**config.mk**
```make
export PLATFORM = sky130hd
export DESIGN_NAME = rsa_mult_arbiter_flat
export DESIGN_NICKNAME = d
export VERILOG_FILES = /design/src/rtl/rsa_pkg.sv /design/src/rtl/rsa_mult_arbiter_if.sv /design/src/rtl/rsa_rr_arb2.sv /design/src/rtl/rsa_mult_arbiter.sv /design/src/flat_wrapper.sv
export SDC_FILE = /design/constraint.sdc
export NUM_CORES = 1
export LEC_CHECK = 0
export ABC_AREA = 0
export CAP_MARGIN = 20
export CORE_MARGIN = 5
export CORE_UTILIZATION = 25
export CTS_CLUSTER_DIAMETER = 150
export CTS_CLUSTER_SIZE = 8
export DETAILED_ROUTE_END_ITERATION = 10
export SYNTH_ARGS = -nofsm -noshare
export SYNTH_HDL_FRONTEND = slang
export SYNTH_HIERARCHICAL = 1
export SYNTH_SLANG_ARGS = --single-unit
```
**constraint.sdc**
```tcl
create_clock -name arb_clk -period 5 [get_ports arb_clk]
set_input_delay 1.25 -clock arb_clk [delete_from_list [all_inputs] [get_ports arb_clk]]
set_output_delay 1.25 -clock arb_clk [all_outputs]
set_load 0.01 [all_outputs]
```
**src/rtl/rsa_pkg.sv**
```systemverilog
// ----------------------------------------------------------------------------
// rsa_pkg
// Shared definitions for the RSA multiplier arbiter: the 3-bit FSM state
// encoding and the default WAIT timeout formula.
// No ports (package).
// ----------------------------------------------------------------------------
package rsa_pkg;

  typedef enum logic [2:0] {
    ST_IDLE  = 3'd0,
    ST_ISSUE = 3'd1,
    ST_WAIT  = 3'd2,
    ST_RESP  = 3'd3,
    ST_ABORT = 3'd4
  } arb_state_t;

  // Worst-case multiplier latency is assumed to scale with operand width;
  // the fixed margin covers short operands.
  function automatic int default_timeout(input int data_width);
    return 4 * data_width + 8;
  endfunction

endpackage

```
**src/rtl/rsa_mult_arbiter_if.sv**
```systemverilog
// ----------------------------------------------------------------------------
// rsa_mult_arbiter_if
// Bus between the arbiter and the shared multiplier.
//   m_start : start pulse to the multiplier (arbiter -> multiplier)
//   m_a/m_b : operands, DATA_WIDTH each      (arbiter -> multiplier)
//   m_done  : product complete flag          (multiplier -> arbiter)
//   m_c     : product, 2*DATA_WIDTH          (multiplier -> arbiter)
// Modports: master = arbiter side, slave = multiplier side.
// ----------------------------------------------------------------------------
interface rsa_mult_arbiter_if #(
  parameter int DATA_WIDTH = 8
) ();

  logic                      m_start;
  logic [DATA_WIDTH-1:0]     m_a;
  logic [DATA_WIDTH-1:0]     m_b;
  logic                      m_done;
  logic [2*DATA_WIDTH-1:0]   m_c;

  modport master (
    output m_start, m_a, m_b,
    input  m_done, m_c
  );

  modport slave (
    input  m_start, m_a, m_b,
    output m_done, m_c
  );

endinterface

```
**src/rtl/rsa_rr_arb2.sv**
```systemverilog
// ----------------------------------------------------------------------------
// rsa_rr_arb2
// Two-way round-robin grant. When both requesters are valid the pointer
// selects the winner; otherwise the single valid requester wins.
//   valid[1:0] : request bits
//   ptr        : requester holding priority on a tie
//   grant[1:0] : one-hot grant (zero when nothing is valid)
// ----------------------------------------------------------------------------
module rsa_rr_arb2 (
  input  logic [1:0] valid,
  input  logic       ptr,
  output logic [1:0] grant
);

  always_comb begin
    grant = 2'b00;
    case (valid)
      2'b01:   grant = 2'b01;
      2'b10:   grant = 2'b10;
      2'b11:   grant = ptr ? 2'b10 : 2'b01;
      default: grant = 2'b00;
    endcase
  end

endmodule

```
**src/rtl/rsa_mult_arbiter.sv**
```systemverilog
// ----------------------------------------------------------------------------
// rsa_mult_arbiter
// Shares one external multiplier between two requesters. Accepts an operand
// pair, starts the multiplier, waits (with timeout) for the product and
// returns it to the owning requester with a done pulse.
//   arb_clk, arb_rst        : clock, async active-low reset
//   reqN_valid/a/b          : operand request from requester N
//   reqN_ready              : acceptance (combinational, IDLE only)
//   reqN_done/err           : one-cycle completion pulse, err=1 on timeout
//   reqN_c                  : last product delivered to requester N
//   m_bus                   : multiplier bus (master side)
//
// state    | meaning
// ---------+--------------------------------------------------------------
// ST_IDLE  | waiting for a request; grant and latch operands
// ST_ISSUE | m_start high for one cycle
// ST_WAIT  | counting cycles until m_done or timeout
// ST_RESP  | done pulse to owner, err=0 (product captured on entry)
// ST_ABORT | done pulse to owner, err=1, result left unchanged
// ----------------------------------------------------------------------------
module rsa_mult_arbiter
  import rsa_pkg::*;
#(
  parameter int DATA_WIDTH = 8,
  parameter int TIMEOUT    = default_timeout(DATA_WIDTH)
) (
  input  logic                    arb_clk,
  input  logic                    arb_rst,
  input  logic                    req0_valid,
  input  logic [DATA_WIDTH-1:0]   req0_a,
  input  logic [DATA_WIDTH-1:0]   req0_b,
  output logic                    req0_ready,
  output logic                    req0_done,
  output logic                    req0_err,
  output logic [2*DATA_WIDTH-1:0] req0_c,
  input  logic                    req1_valid,
  input  logic [DATA_WIDTH-1:0]   req1_a,
  input  logic [DATA_WIDTH-1:0]   req1_b,
  output logic                    req1_ready,
  output logic                    req1_done,
  output logic                    req1_err,
  output logic [2*DATA_WIDTH-1:0] req1_c,
  rsa_mult_arbiter_if.master      m_bus
);

  localparam int                CNT_W   = $clog2(TIMEOUT + 1);
  localparam logic [CNT_W-1:0]  CNT_MAX = CNT_W'(TIMEOUT);

  arb_state_t               state_q, state_d;
  logic                     owner_q, owner_d;
  logic                     ptr_q, ptr_d;
  logic [CNT_W-1:0]         cnt_q, cnt_d;
  logic                     m_start_q, m_start_d;
  logic [DATA_WIDTH-1:0]    m_a_q, m_a_d;
  logic [DATA_WIDTH-1:0]    m_b_q, m_b_d;
  logic [1:0]               done_q, done_d;
  logic [1:0]               err_q, err_d;
  logic [2*DATA_WIDTH-1:0]  c0_q, c0_d;
  logic [2*DATA_WIDTH-1:0]  c1_q, c1_d;

  logic [1:0] valid_vec;
  logic [1:0] grant;
  logic [1:0] ready;

  assign valid_vec = {req1_valid, req0_valid};

  rsa_rr_arb2 u_rr_arb (
    .valid (valid_vec),
    .ptr   (ptr_q),
    .grant (grant)
  );

  // Gated by reset as well so ready reads 0 while arb_rst is held low.
  assign ready = (state_q == ST_IDLE && arb_rst) ? grant : 2'b00;

  always_comb begin
    state_d   = state_q;
    owner_d   = owner_q;
    ptr_d     = ptr_q;
    cnt_d     = cnt_q;
    m_start_d = 1'b0;
    m_a_d     = m_a_q;
    m_b_d     = m_b_q;
    done_d    = 2'b00;
    err_d     = 2'b00;
    c0_d      = c0_q;
    c1_d      = c1_q;

    case (state_q)
      ST_IDLE: begin
        if (|grant) begin
          state_d   = ST_ISSUE;
          owner_d   = grant[1];
          ptr_d     = ~grant[1];   // the other requester wins the next tie
          m_start_d = 1'b1;
          m_a_d     = grant[1] ? req1_a : req0_a;
          m_b_d     = grant[1] ? req1_b : req0_b;
        end
      end

      ST_ISSUE: begin
        state_d = ST_WAIT;
        cnt_d   = '0;
      end

      ST_WAIT: begin
        if (m_bus.m_done) begin
          state_d         = ST_RESP;
          done_d[owner_q] = 1'b1;
          m_a_d           = '0;
          m_b_d           = '0;
          if (owner_q) c1_d = m_bus.m_c;
          else         c0_d = m_bus.m_c;
        end else if (cnt_q == CNT_MAX) begin
          state_d         = ST_ABORT;
          done_d[owner_q] = 1'b1;
          err_d[owner_q]  = 1'b1;
          m_a_d           = '0;
          m_b_d           = '0;
        end else begin
          cnt_d = cnt_q + 1'b1;
        end
      end

      ST_RESP, ST_ABORT: begin
        state_d = ST_IDLE;
      end

      default: begin
        state_d = ST_IDLE;
      end
    endcase
  end

  always_ff @(posedge arb_clk or negedge arb_rst) begin
    if (!arb_rst) begin
      state_q   <= ST_IDLE;
      owner_q   <= 1'b0;
      ptr_q     <= 1'b0;
      cnt_q     <= '0;
      m_start_q <= 1'b0;
      m_a_q     <= '0;
      m_b_q     <= '0;
      done_q    <= 2'b00;
      err_q     <= 2'b00;
      c0_q      <= '0;
      c1_q      <= '0;
    end else begin
      state_q   <= state_d;
      owner_q   <= owner_d;
      ptr_q     <= ptr_d;
      cnt_q     <= cnt_d;
      m_start_q <= m_start_d;
      m_a_q     <= m_a_d;
      m_b_q     <= m_b_d;
      done_q    <= done_d;
      err_q     <= err_d;
      c0_q      <= c0_d;
      c1_q      <= c1_d;
    end
  end

  assign m_bus.m_start = m_start_q;
  assign m_bus.m_a     = m_a_q;
  assign m_bus.m_b     = m_b_q;

  assign req0_ready = ready[0];
  assign req1_ready = ready[1];
  assign req0_done  = done_q[0];
  assign req1_done  = done_q[1];
  assign req0_err   = err_q[0];
  assign req1_err   = err_q[1];
  assign req0_c     = c0_q;
  assign req1_c     = c1_q;

endmodule

```
**src/flat_wrapper.sv**
```systemverilog
// flat-port wrapper written by rule: the top's interface ports become plain ports
module rsa_mult_arbiter_flat import rsa_pkg::*;
#(
  parameter int DATA_WIDTH = 8,
  parameter int TIMEOUT    = default_timeout(DATA_WIDTH)
)
  (arb_clk, arb_rst, req0_valid, req0_a, req0_b, req0_ready, req0_done, req0_err, req0_c, req1_valid, req1_a, req1_b, req1_ready, req1_done, req1_err, req1_c, m_bus_m_start, m_bus_m_a, m_bus_m_b, m_bus_m_done, m_bus_m_c);
  rsa_mult_arbiter_if #(.DATA_WIDTH(DATA_WIDTH)) m_bus_i ();
  input  logic arb_clk;
  input  logic arb_rst;
  input  logic req0_valid;
  input  logic [DATA_WIDTH-1:0] req0_a;
  input  logic [DATA_WIDTH-1:0] req0_b;
  output logic req0_ready;
  output logic req0_done;
  output logic req0_err;
  output logic [2*DATA_WIDTH-1:0] req0_c;
  input  logic req1_valid;
  input  logic [DATA_WIDTH-1:0] req1_a;
  input  logic [DATA_WIDTH-1:0] req1_b;
  output logic req1_ready;
  output logic req1_done;
  output logic req1_err;
  output logic [2*DATA_WIDTH-1:0] req1_c;
  output wire logic [$bits(m_bus_i.m_start)-1:0] m_bus_m_start;
  output wire logic [$bits(m_bus_i.m_a)-1:0] m_bus_m_a;
  output wire logic [$bits(m_bus_i.m_b)-1:0] m_bus_m_b;
  input wire logic [$bits(m_bus_i.m_done)-1:0] m_bus_m_done;
  input wire logic [$bits(m_bus_i.m_c)-1:0] m_bus_m_c;
  assign m_bus_m_start = m_bus_i.m_start;
  assign m_bus_m_a = m_bus_i.m_a;
  assign m_bus_m_b = m_bus_i.m_b;
  assign m_bus_i.m_done = m_bus_m_done;
  assign m_bus_i.m_c = m_bus_m_c;
  rsa_mult_arbiter #(.DATA_WIDTH(DATA_WIDTH), .TIMEOUT(TIMEOUT)) u_core (.arb_clk(arb_clk), .arb_rst(arb_rst), .req0_valid(req0_valid), .req0_a(req0_a), .req0_b(req0_b), .req0_ready(req0_ready), .req0_done(req0_done), .req0_err(req0_err), .req0_c(req0_c), .req1_valid(req1_valid), .req1_a(req1_a), .req1_b(req1_b), .req1_ready(req1_ready), .req1_done(req1_done), .req1_err(req1_err), .req1_c(req1_c), .m_bus(m_bus_i));
endmodule
```
* Word-level counts from Yosys, hierarchy flattened
Index checks and enable logic that the tools add are counted.
** Storage, ports and cells
- Bits in registers :: 64
- Latch bits :: 0
- Bits in writable memories :: 0
- Memory bits (read-only) :: 0
- Bits of input ports :: 53
- Output and inout bits :: 55
- Logic and storage cells :: 65
- Memories kept :: 0
** Cells by class
- Add/sub/neg operators :: 1
- Multiply operators :: 0
- Divide/modulo/power cells :: 0
- $lt $le $gt $ge :: 2
- Equal/unequal tests :: 10
- Shifts and indexed selects :: 0
- Multiplexer cells :: 27
- Bitwise operators :: 2
- Reduce and logical (&&, ||, !) cells :: 12
** Operators by type and width (count)
- 8-bit 2-to-1 mux :: 6
- 8-bit case mux with 2 select lines :: 2
- 2-bit 2-to-1 mux :: 7
- 6-bit 2-to-1 mux :: 2
- 6-bit case mux with 2 select lines :: 1
- 3-bit AND reduction :: 4
- 3-bit 2-to-1 mux :: 3
- 3-bit case mux with 3 select lines :: 1
- 6-bit by 1-bit adder with 6-bit output (second input constant) :: 1
- 6-bit == test (second input constant) :: 1
- 2-bit inequality test (second input constant) :: 3
- 2-bit case mux with 3 select lines :: 1
- 2-bit == test (second input constant) :: 2
- 2-bit AND reduction :: 2
- 2-bit nonzero test :: 2
- 3-bit by 1-bit == test with 1-bit output (second input constant) :: 1
- 3-bit by 2-bit == test with 1-bit output (second input constant) :: 1
- 3-bit logical NOT :: 1
- 1-bit 2-to-1 mux :: 3
- 3-bit by 2-bit inequality test with 1-bit output (second input constant) :: 1
- 2-bit by 1-bit == test with 1-bit output (second input constant) :: 1
- 1-bit logical AND :: 2
- 1-bit by 2-bit less-than comparator with 1-bit output (second input constant) :: 1
- 1-bit inverter :: 2
- other kinds (3) :: 3

* Depth between registers and ports, before layout
Gate-level depths: netlist (run 1).
- Word-level depth :: 7
- Depth in mapped cells :: 7
- Gate-level depth less buffers :: 5

* Hierarchy
Netlist (run 1), hierarchy kept.
** By module, submodules not included
- rsa_mult_arbiter :: instances 1, cells an instance 228, area each 2915.3 µm², sequential area each 1601.5 µm²
- rsa_rr_arb2 :: instances 1, cells an instance 3, area each 18.8 µm², sequential area each 0.0 µm²

* Least setup slack after synthesis (run 1)
OpenSTA, ideal clock, no wires.
- Path kind :: input-to-output
- From :: input port req1_valid
- To :: output port req1_ready
- Arrival time :: 2.406 ns
- Path slack :: 1.344 ns
- Stages on the path :: 4
- Path buffers :: 2
- Cell sequence :: a21boi_1 > buf_2 > buf_1 > and3_1
** Between the ends
- Cells in the longest elaborated chain, start to end :: 3
- Elaborated cells on any way between the ends :: 5
- Those cells by class :: 3 x eq/ne; 2 x mux
** Ends and longest elaborated chain
- start, declared :: line flat_wrapper.sv:18 : input logic req1_valid;
- 2-bit == test or 2-bit by 1-bit == test with 1-bit output (tied branches) :: line rsa_rr_arb2.sv:17 : case (valid)
- 2-bit case mux with 3 select lines * :: line rsa_rr_arb2.sv:17
- 2-bit 2-to-1 mux * :: line rsa_mult_arbiter.sv:74 : assign ready = (state_q == ST_IDLE && arb_rst) ? grant : 2'b00;
- end, declared :: line flat_wrapper.sv:21 : output logic req1_ready;
Mark *: on every way between the ends. The rest lies on a longest branch, timed or not.

* Worst setup path after layout (run 1)
- From :: input port req0_valid
- To :: output port req0_ready
** Between the ends
- Cells in the longest elaborated chain, start to end :: 3
- Elaborated cells on any way between the ends :: 5
- Those cells by class :: 3 x eq/ne; 2 x mux
** Ends and longest elaborated chain
- start, declared :: line flat_wrapper.sv:11 : input logic req0_valid;
- 2-bit == test or 2-bit by 1-bit == test with 1-bit output (tied branches) :: line rsa_rr_arb2.sv:17
- 2-bit case mux with 3 select lines * :: line rsa_rr_arb2.sv:17
- named net u_core.grant[0] :: line rsa_mult_arbiter.sv:62 : logic [1:0] grant;
- 2-bit 2-to-1 mux * :: line rsa_mult_arbiter.sv:74
- end, declared :: line flat_wrapper.sv:14 : output logic req0_ready;
Mark *: on every way through the listed nets, which the timed path passes. The rest lies on a longest branch.

==> results of run 1 <==
final cells by class:
type / instances / area [um2]
fill: 1113 / 7020
tap: 143 / 179
clock buffer: 11 / 243
timing repair buffer: 112 / 1100
inverter: 6 / 22.5
multi-input combinational: 145 / 1250
sequential: 64 / 1600
clock inverter: 5 / 56.3
cells by family after synthesis:
family / Yosys count / share of synthesized area (%)
XOR/XNOR: 1 / 0.299
flip-flops: 64 / 54.6
AO/OA/AOI/OAI: 55 / 12.5
adder cells (fa/ha/maj): 2 / 0.853
AND/OR/NAND/NOR: 32 / 6.91
buffers and inverters: 22 / 3.45
multiplexers: 55 / 21.4
power by group through the flow:
| stage | logic, mW | registers, mW | clock network (mW) |
|---|---|---|---|
| floorplan | 0.440 | 0.954 | 0 |
| global placement | 1.04 | 0.891 | 0 |
| detailed placement | 1.07 | 0.895 | 0 |
| CTS | 1.07 | 0.891 | 0.633 |
| global route | 1.15 | 0.923 | 0.660 |
| finish | 1.05 | 0.888 | 0.617 |
cell usage in the layout, fill, tap and decap left out, drive strengths merged, types with 3 or more instances in the layout:
| cell | count |
|---|---|
| o21ai | 20 |
| dfrtp | 64 |
| clkbuf | 11 |
| buf | 6 |
| nand2 | 7 |
| mux2i | 22 |
| o211ai | 32 |
| nor3 | 5 |
| nor3b | 3 |
| mux2 | 33 |
| clkdlybuf4s50 | 106 |
| clkinv | 3 |
| inv | 6 |
flip-flops by register name (all words and copies together), names as in the netlist:
name	cells
u_core/cnt_q	6
u_core/done_q	2
u_core/err_q	2
u_core/m_bus.m_a	8
u_core/m_bus.m_b	8
u_core/m_bus.m_start	1
u_core/owner_q	1
u_core/ptr_q	1
u_core/req0_c	16
u_core/req1_c	16
u_core/state_q	3
critical path, cell delays in order:
cell and delay, ns:
clkdlybuf4s50_1 0.49, a21boi_0 0.33, and3_1 0.21, clkdlybuf4s50_1 0.54
per-layer routing:
metal  share of wire, %  track usage, %  wire length, um
met3                9.2            4.68              723
met4                1.2            3.73               96
met2                 43            16.8             3400
met5                  0               0                0
met1                 46            15.8             3660
through the flow:
stage	total power, mW	cell area, um2
floorplan	1.39	2930
global placement	1.93	4150
detailed placement	1.96	4150
CTS	2.59	4450
global route	2.73	4450
finish	2.56	4450
worst max-delay path by stage:
stage / from / endpoint / slack [ns] / depth (start not counted)
floorplan: req1_valid / req1_ready / 1.34 / 4
global placement: req0_valid / req0_ready / 0.93 / 4
detailed placement: req0_valid / req0_ready / 0.90 / 4
CTS: req0_valid / req0_ready / 0.90 / 4
global route: req0_valid / req0_ready / 0.86 / 4
finish: req0_valid / req0_ready / 0.93 / 4
==> metrics.txt, run 1 <==
RSZ-0062 raised after global routing=false; Clock Root Buffer=clkbuf_16; Synth Instances=231; H-tree depth=3; startpoint types=primary input; max-cap violations=0; Slew Viols, Final=0; Top-Level Pins=108; post-synthesis cell area=2930 um2; Worst EP required=3.75 ns; hold depth=1; CTS tree=built; Pleak=1.86 nW; combinational share of power=41.1%; endpoint class of the critical path=primary output; Ys Warns=6; Final Instance Count excl. Fillers=486; nets=393; worst rel slew slack=26.4%; Antenna Diode Count=0; initial DRC count=178; Critical Path Fanout Max=3; post-synthesis sequential area ratio=54.6%; die height=118 um; Final Cycle Share=81.4%; Setup TNS=0 ns; dominant cells by area after synthesis=dfrtp_1, mux2_2, o211ai_1, mux2i_1, mux2_4; Residual DRC=0; top cells by count, synth=dfrtp_1, o211ai_1, mux2_2, mux2i_1, o21ai_0; Fin Hold WS=0.486 ns; Power Dens Cells=574 nW/um2; total core area=11500 um2; final hold viol count=0; WL/cell=16.2 um; Fin Clk Skew=0.00968 ns; DR vias/cell=4.72; crit path kind=primary input to primary output; final core occ=38.8%; GRT overflow=0; first-pass GRT wire length=13300 um; Critical Path AT=2.82 ns; synthesized area per cell=12.7 um2; outcome=complete, no violations; router iterations before antenna repair=4; post-synth cell types=33; pin count of the biggest net entering global routing=37; Die Area=14000 um2; sequential share of power=34.7%; worst skew pair latency=0.32 ns; postcts setup bufs=0; P_int=1.75 mW; worst hold path type=flip-flop to flip-flop; number of synthesized flops with an enable pin=0; GRT Total Usage=11.6%; Synth Register Bits=64; ys flop type=dfrtp_1; clock network fraction of total power=24.1%; routed vias=2293; DRT Wirelength=7880 um; TritonCTS buffer count=9; Worst Slack Setup Final=0.931 ns; post-cts sizing count=0; Sw Ratio=31.4%; die span in x=118 um; Finish-stage setup viols=0; Synth area leader=dfrtp_1; vias in the first global route=2406; fmax=246 MHz; Placer Congestion=0.724; Critical R2R Capture=u_core/cnt_q[3]; Reg clk slew, reported paths=0.06 ns; layout cells sized above 1=17.8%; maximum vdd drop=302 uV; DP HPWL=5620 um; Area Growth Syn to Fin=51.7%; cell row count=39; initial antenna violation count=0; Initial Util=25.6%; Final Critical Period=4.07 ns; area share of the largest cell type after synthesis=54.6%; I/O Buffers=107; worst reg2reg setup slack=2.42 ns; placed cell count=470; asr flop ratio synth=100%; count leader, synth=dfrtp_1; switching power total=0.803 mW; Least-Margin Pin Slew=1.10 ns; r2r startpoint=u_core/cnt_q[0]; # clock sinks=64; min-delay src=u_core/cnt_q[5]; Hold Buf Count CTS=0; Routed Antenna Nets=0; syn nets=286; Max clock buf depth=2; post-place setup slack=0.900 ns; Hold Crit Endpoint=u_core/cnt_q[5]; FF-to-FF path depth=5
(Power assumes the default switching activity.)
==> run 2, diff against run 1 <==
clock period = 3.6 ns   (was 5 ns; I/O delays follow)
==> run 2 against run 1 <==
Worst hold slack gained 0.013 ns. Sequential cell count is the same. Sequential share of layout area shrank 0.62 points. First-iteration DRC count shrank 34%. Power grew 45%. Design area grew 1.7%. Via count grew 0.57%. Critical endpoint unchanged.
==> metrics.txt, run 2 (synthesis gave the netlist of run 1 again) <==
GRT overflow=0 (unchanged); Max clock buf depth=2 (unchanged); fmax=308 MHz; Final Critical Period=3.24 ns; layout cells sized above 1=18.8% (+1.0 points); die height=118 um (unchanged); post-cts sizing count=0 (unchanged); vias in the first global route=2433 (+1.1%); CTS tree=built; router iterations before antenna repair=4 (unchanged); Clock Root Buffer=clkbuf_16; RSZ-0062 raised after global routing=false; FF-to-FF path depth=6 (+1); startpoint types=primary input; GRT Total Usage=11.3% (-0.29 points); Final Cycle Share=90.1%; Hold Buf Count CTS=0 (unchanged); die span in x=118 um (unchanged); WL/cell=15.8 um (-2.4%); initial DRC count=118 (-34%); Fin Clk Skew=0.00608 ns (-0.00360 ns); Reg clk slew, reported paths=0.05 ns (about the same); Pleak=1.90 nW (+2.1%); crit-path most repeated cell=clkdlybuf4s50_1; commonest non-fill, non-tap cells in the layout=clkdlybuf4s50_1, dfrtp_1, o211ai_1; Die Area=14000 um2 (unchanged); Initial Util=25.6% (unchanged); H-tree depth=3 (unchanged); Power Dens Cells=819 nW/um2 (+43%); Placer Congestion=0.734 (+1.5%); cell row count=39 (unchanged); crit path cell chain=clkdlybuf4s50_1, a21boi_0, and3_1, clkdlybuf4s50_1; DR vias/cell=4.72 (about the same); worst rel slew slack=36.8% (+10 points); first-pass GRT wire length=13000 um (-1.8%); DP HPWL=5510 um (-1.9%); total core area=11500 um2 (unchanged); routed vias=2306 (+0.57%); max-cap violations=0 (unchanged); I/O Buffers=107 (unchanged); Critical Path AT=2.34 ns (-0.48 ns); critical-path cell with the highest stage delay=clkdlybuf4s50_1; Top-Level Pins=108 (unchanged); crit-path max cell delay=0.54 ns (about the same); Least-Margin Pin Slew=0.943 ns (-0.160 ns); TritonCTS buffer count=9 (unchanged); pin count of the biggest net entering global routing=33 (-11%); initial antenna violation count=0 (unchanged); final hold viol count=0 (unchanged); worst skew pair latency=0.32 ns (about the same); Residual DRC=0 (unchanged); Worst EP required=2.70 ns (-1.05 ns); Finish-stage setup viols=0 (unchanged); Slew Viols, Final=0 (unchanged); Antenna Diode Count=0 (unchanged); Area Growth Syn to Fin=54.4%; Critical Path Fanout Max=2 (-1); endpoint class of the critical path=primary output; Final Power=3.71 mW (+45%); DRT Wirelength=7740 um (-1.8%); worst hold path type=flip-flop to flip-flop; most common cell after layout, fill and taps aside=clkdlybuf4s50_1; maximum vdd drop=463 uV (+53%); postcts setup bufs=0 (unchanged); outcome=complete, no violations; # clock sinks=64 (unchanged); Setup TNS=0 ns (unchanged); crit path kind=primary input to primary output; nets=396 (+0.76%); hold depth=1 (unchanged); Routed Antenna Nets=0 (unchanged)
-- run 2: cell count changes in the layout (fill, tap and decap cells not counted), sizes merged --
cell,before,now
inv,6,7
clkbuf,11,10
buf,6,9
bufinv,1,3
clkinv,3,1
-- run 2: worst max-delay path, delay by kind of cell --
family	cells	cell delay (ns)
AND/OR/NAND/NOR	1	0.19
AO/OA/AOI/OAI	1	0.23
buffers and inverters	2	1.02
-- run 2: layout make-up --
cell class,count,area (um2)
multi-input cells,145,1250
fillers,1095,6940
inverters,6,22.5
well taps,143,179
clock buffers,10,239
flip-flops and latches,64,1600
clock inverters,6,115
repair buffers,115,1130
-- run 2: worst paths after layout --
path / endpoint / from / slack [ns]
setup reg to reg: u_core/cnt_q[1] / u_core/cnt_q[0] / 1.43
hold / removal: u_core/cnt_q[5] / u_core/cnt_q[5] / 0.50
hold reg to reg: u_core/cnt_q[5] / u_core/cnt_q[5] / 0.50
min in group asynchronous: u_core/req0_c[2] / arb_rst / 0.64
max in group asynchronous: u_core/state_q[2] / arb_rst / 2.64
setup / recovery: req0_ready / req0_valid / 0.36
-- run 2: power by group --
part           switching, mW  internal, mW  total [mW]
sequential             0.214          1.02        1.24
combinational          0.590         0.864        1.45
clock                  0.320         0.698        1.02
-- run 2: per-layer routing --
metal / vias up / share of wire, % / global-route usage, %
met5: - / 0 / 0
met4: 0 / 0.90 / 3.44
met3: 6 / 8.4 / 4.58
met2: 98 / 44 / 16.9
met1: 1126 / 47 / 15.0
li1: 1076 / - / -
-- run 2: metrics by stage --
stage	instance area (um2)	util (%)	instances	worst slack (ns)	hold WS (ns)
floorplan	2930	-	231	0.644	0.445
global placement	4180	36.4	473	0.363	0.468
detailed placement	4180	36.4	473	0.351	0.493
CTS	4530	39.5	489	0.335	0.504
global route	4530	39.5	489	0.269	0.515
finish	4530	39.5	489	0.358	0.499
==> run 3, diff against run 2 <==
ABC_AREA = default   (was 0)
CORE_ASPECT_RATIO = 0.5   (was default)
SKIP_LAST_GASP = 1   (was default)
==> run 3 against run 2 <==
Sequential power about the same. Utilization decreased by 0.74 points. Maximum frequency increased by 0.61%. Count of clock-buffer cells in the layout increased by 1. Critical path depth unchanged. Clock power decreased by 17%. Combinational power about the same. Non-clock buffer count increased by 2. Worst hold slack improved by 0.0017 ns. Routed wire length increased by 1.2%.
==> metrics.txt, run 3 (synthesis gave the netlist of run 1 again) <==
outcome=complete, no violations; Residual DRC=0 (unchanged); Final Critical Period=3.22 ns (-0.0197 ns); nets=398 (+0.51%); routed vias=2318 (+0.52%); Critical Path AT=2.32 ns (-0.02 ns); crit-path most repeated cell=clkdlybuf4s50_1; crit-path max cell delay=0.53 ns (about the same); worst hold path type=flip-flop to flip-flop; DRT Wirelength=7830 um (+1.2%); CTS tree=built; FF-to-FF path depth=6 (unchanged); Critical R2R Capture=u_core/cnt_q[0]; sequential share of power=34.7% (+1.4 points); Hold Crit Endpoint=u_core/req0_c[0]; WL/cell=15.3 um (-3.4%); Final Cycle Share=89.5% (-0.55 points); Die Area=14100 um2 (+0.94%); GRT overflow=0 (unchanged); Critical Path Fanout Max=2 (unchanged); Final Power=3.54 mW (-4.6%); hold depth=1 (unchanged); Fin Clk Skew=0.00517 ns (-0.000917 ns); Final Cell Area=4510 um2 (-0.47%); Area Growth Syn to Fin=53.6%; # clock sinks=64 (unchanged); Max clock buf depth=2 (unchanged); worst reg2reg setup slack=1.43 ns (about the same); Top-Level Pins=108 (unchanged); crit path kind=primary input to primary output; fmax=310 MHz (+0.61%); min-delay src=u_core/req0_c[0]; commonest non-fill, non-tap cells in the layout=clkdlybuf4s50_1, dfrtp_1, o211ai_1; combinational share of power=41.3% (+2.1 points); first-pass GRT wire length=12600 um (-3.0%); cell row count=28 (-28%); router iterations before antenna repair=4 (unchanged); GRT Total Usage=11.4% (+0.11 points); Least-Margin Pin Slew=0.837 ns (-0.106 ns); pin count of the biggest net entering global routing=65 (+97%); Power Dens Cells=785 nW/um2 (-4.1%); I/O Buffers=107 (unchanged); RSZ-0062 raised after global routing=false; Worst Path Buf+Inv=2 (unchanged); Routed Antenna Nets=0 (unchanged); die span in x=163 um (+38%); max-cap violations=0 (unchanged); H-tree depth=3 (unchanged); Pleak=1.88 nW (-0.71%); postcts setup bufs=0 (unchanged); Finish-stage setup viols=0 (unchanged); initial DRC count=95 (-19%); die height=86.6 um (-27%); Clock Root Buffer=clkbuf_16; startpoint types=primary input; initial antenna violation count=0 (unchanged); Sw Ratio=31.0% (+0.69 points); total core area=11600 um2 (+1.4%); DP HPWL=5390 um (-2.2%); worst rel slew slack=44.2% (+7.4 points); final hold viol count=0 (unchanged); vias in the first global route=2372 (-2.5%); switching power total=1.10 mW (-2.4%); Antenna Diode Count=0 (unchanged); critical-path cell with the highest stage delay=clkdlybuf4s50_1; layout cells sized above 1=18.7% (-0.054 points); r2r startpoint=u_core/cnt_q[0]; maximum vdd drop=235 uV (-49%); DR vias/cell=4.53 (-4.0%); most common cell after layout, fill and taps aside=clkdlybuf4s50_1; crit path cell chain=clkdlybuf4s50_1, a21boi_0, and3_1, clkdlybuf4s50_1; Setup TNS=0 ns (unchanged); Fill cells=1170 (+6.8%); post-cts sizing count=0 (unchanged); Post-DP Area=4220 um2 (+1.1%); Initial Util=25.2% (-0.36 points); P_int=2.44 mW (-5.5%); Worst EP required=2.70 ns (about the same); Hold Buf Count CTS=0 (unchanged); endpoint class of the critical path=primary output; Placer Congestion=0.710 (-3.4%); clock network fraction of total power=24.0% (-3.5 points); TritonCTS buffer count=9 (unchanged); crit-path leading delay family=buffers and inverters; worst skew pair latency=0.33 ns (about the same); Slew Viols, Final=0 (unchanged); Reg clk slew, reported paths=0.05 ns (about the same)
==> run 3: how the worst max path moves through the flow <==
stage / slack, ns / to / cells after the start / startpoint
after floorplan: 0.64 / req1_ready / 4 / req1_valid
after global placement: 0.39 / req0_ready / 4 / req0_valid
after detailed placement: 0.37 / req0_ready / 4 / req0_valid
after CTS: 0.36 / req0_ready / 4 / req0_valid
after global routing: 0.27 / req0_ready / 4 / req0_valid
final: 0.38 / req0_ready / 4 / req0_valid
==> run 3: metrics by stage <==
stage | setup slack, ns | utilization (%) | std cells | hold slack [ns]
final | 0.378 | 38.8 | 512 | 0.501
after CTS | 0.364 | 38.8 | 512 | 0.504
after detailed placement | 0.370 | 36.3 | 497 | 0.492
after floorplan | 0.644 | - | 231 | 0.445
after global routing | 0.272 | 38.8 | 512 | 0.520
after global placement | 0.385 | 36.3 | 497 | 0.479
==> run 3: cell type report <==
| cell class | instances | area, um2 | area share, % |
|---|---|---|---|
| Clock buffer | 11 | 243 | 5.38 |
| Timing Repair Buffer | 117 | 1140 | 25.4 |
| Inverter | 6 | 22.5 | 0.500 |
| Sequential cell | 64 | 1600 | 35.5 |
| Multi-Input combinational cell | 145 | 1250 | 27.6 |
| Tap cell | 165 | 206 | 4.58 |
| Clock inverter | 4 | 45.0 | 0.999 |
==> run 3: routing by layer <==
layer  vias up  part of all wire, %  global-route usage (%)
li1       1082                    -                       -
met1      1160                   44                    14.6
met2        66                   47                    17.6
met3        10                  7.1                    4.70
met4         0                  1.3                    3.88
met5         -                    0                       0
==> run 3: power groups by stage <==
| stage | Clock, mW | Sequential [mW] | Combinational (mW) |
|---|---|---|---|
| floorplan | 0 | 1.32 | 0.612 |
| global placement | 0 | 1.24 | 1.47 |
| detailed placement | 0 | 1.24 | 1.48 |
| CTS | 0.883 | 1.23 | 1.49 |
| global route | 0.912 | 1.28 | 1.59 |
| finish | 0.849 | 1.23 | 1.46 |
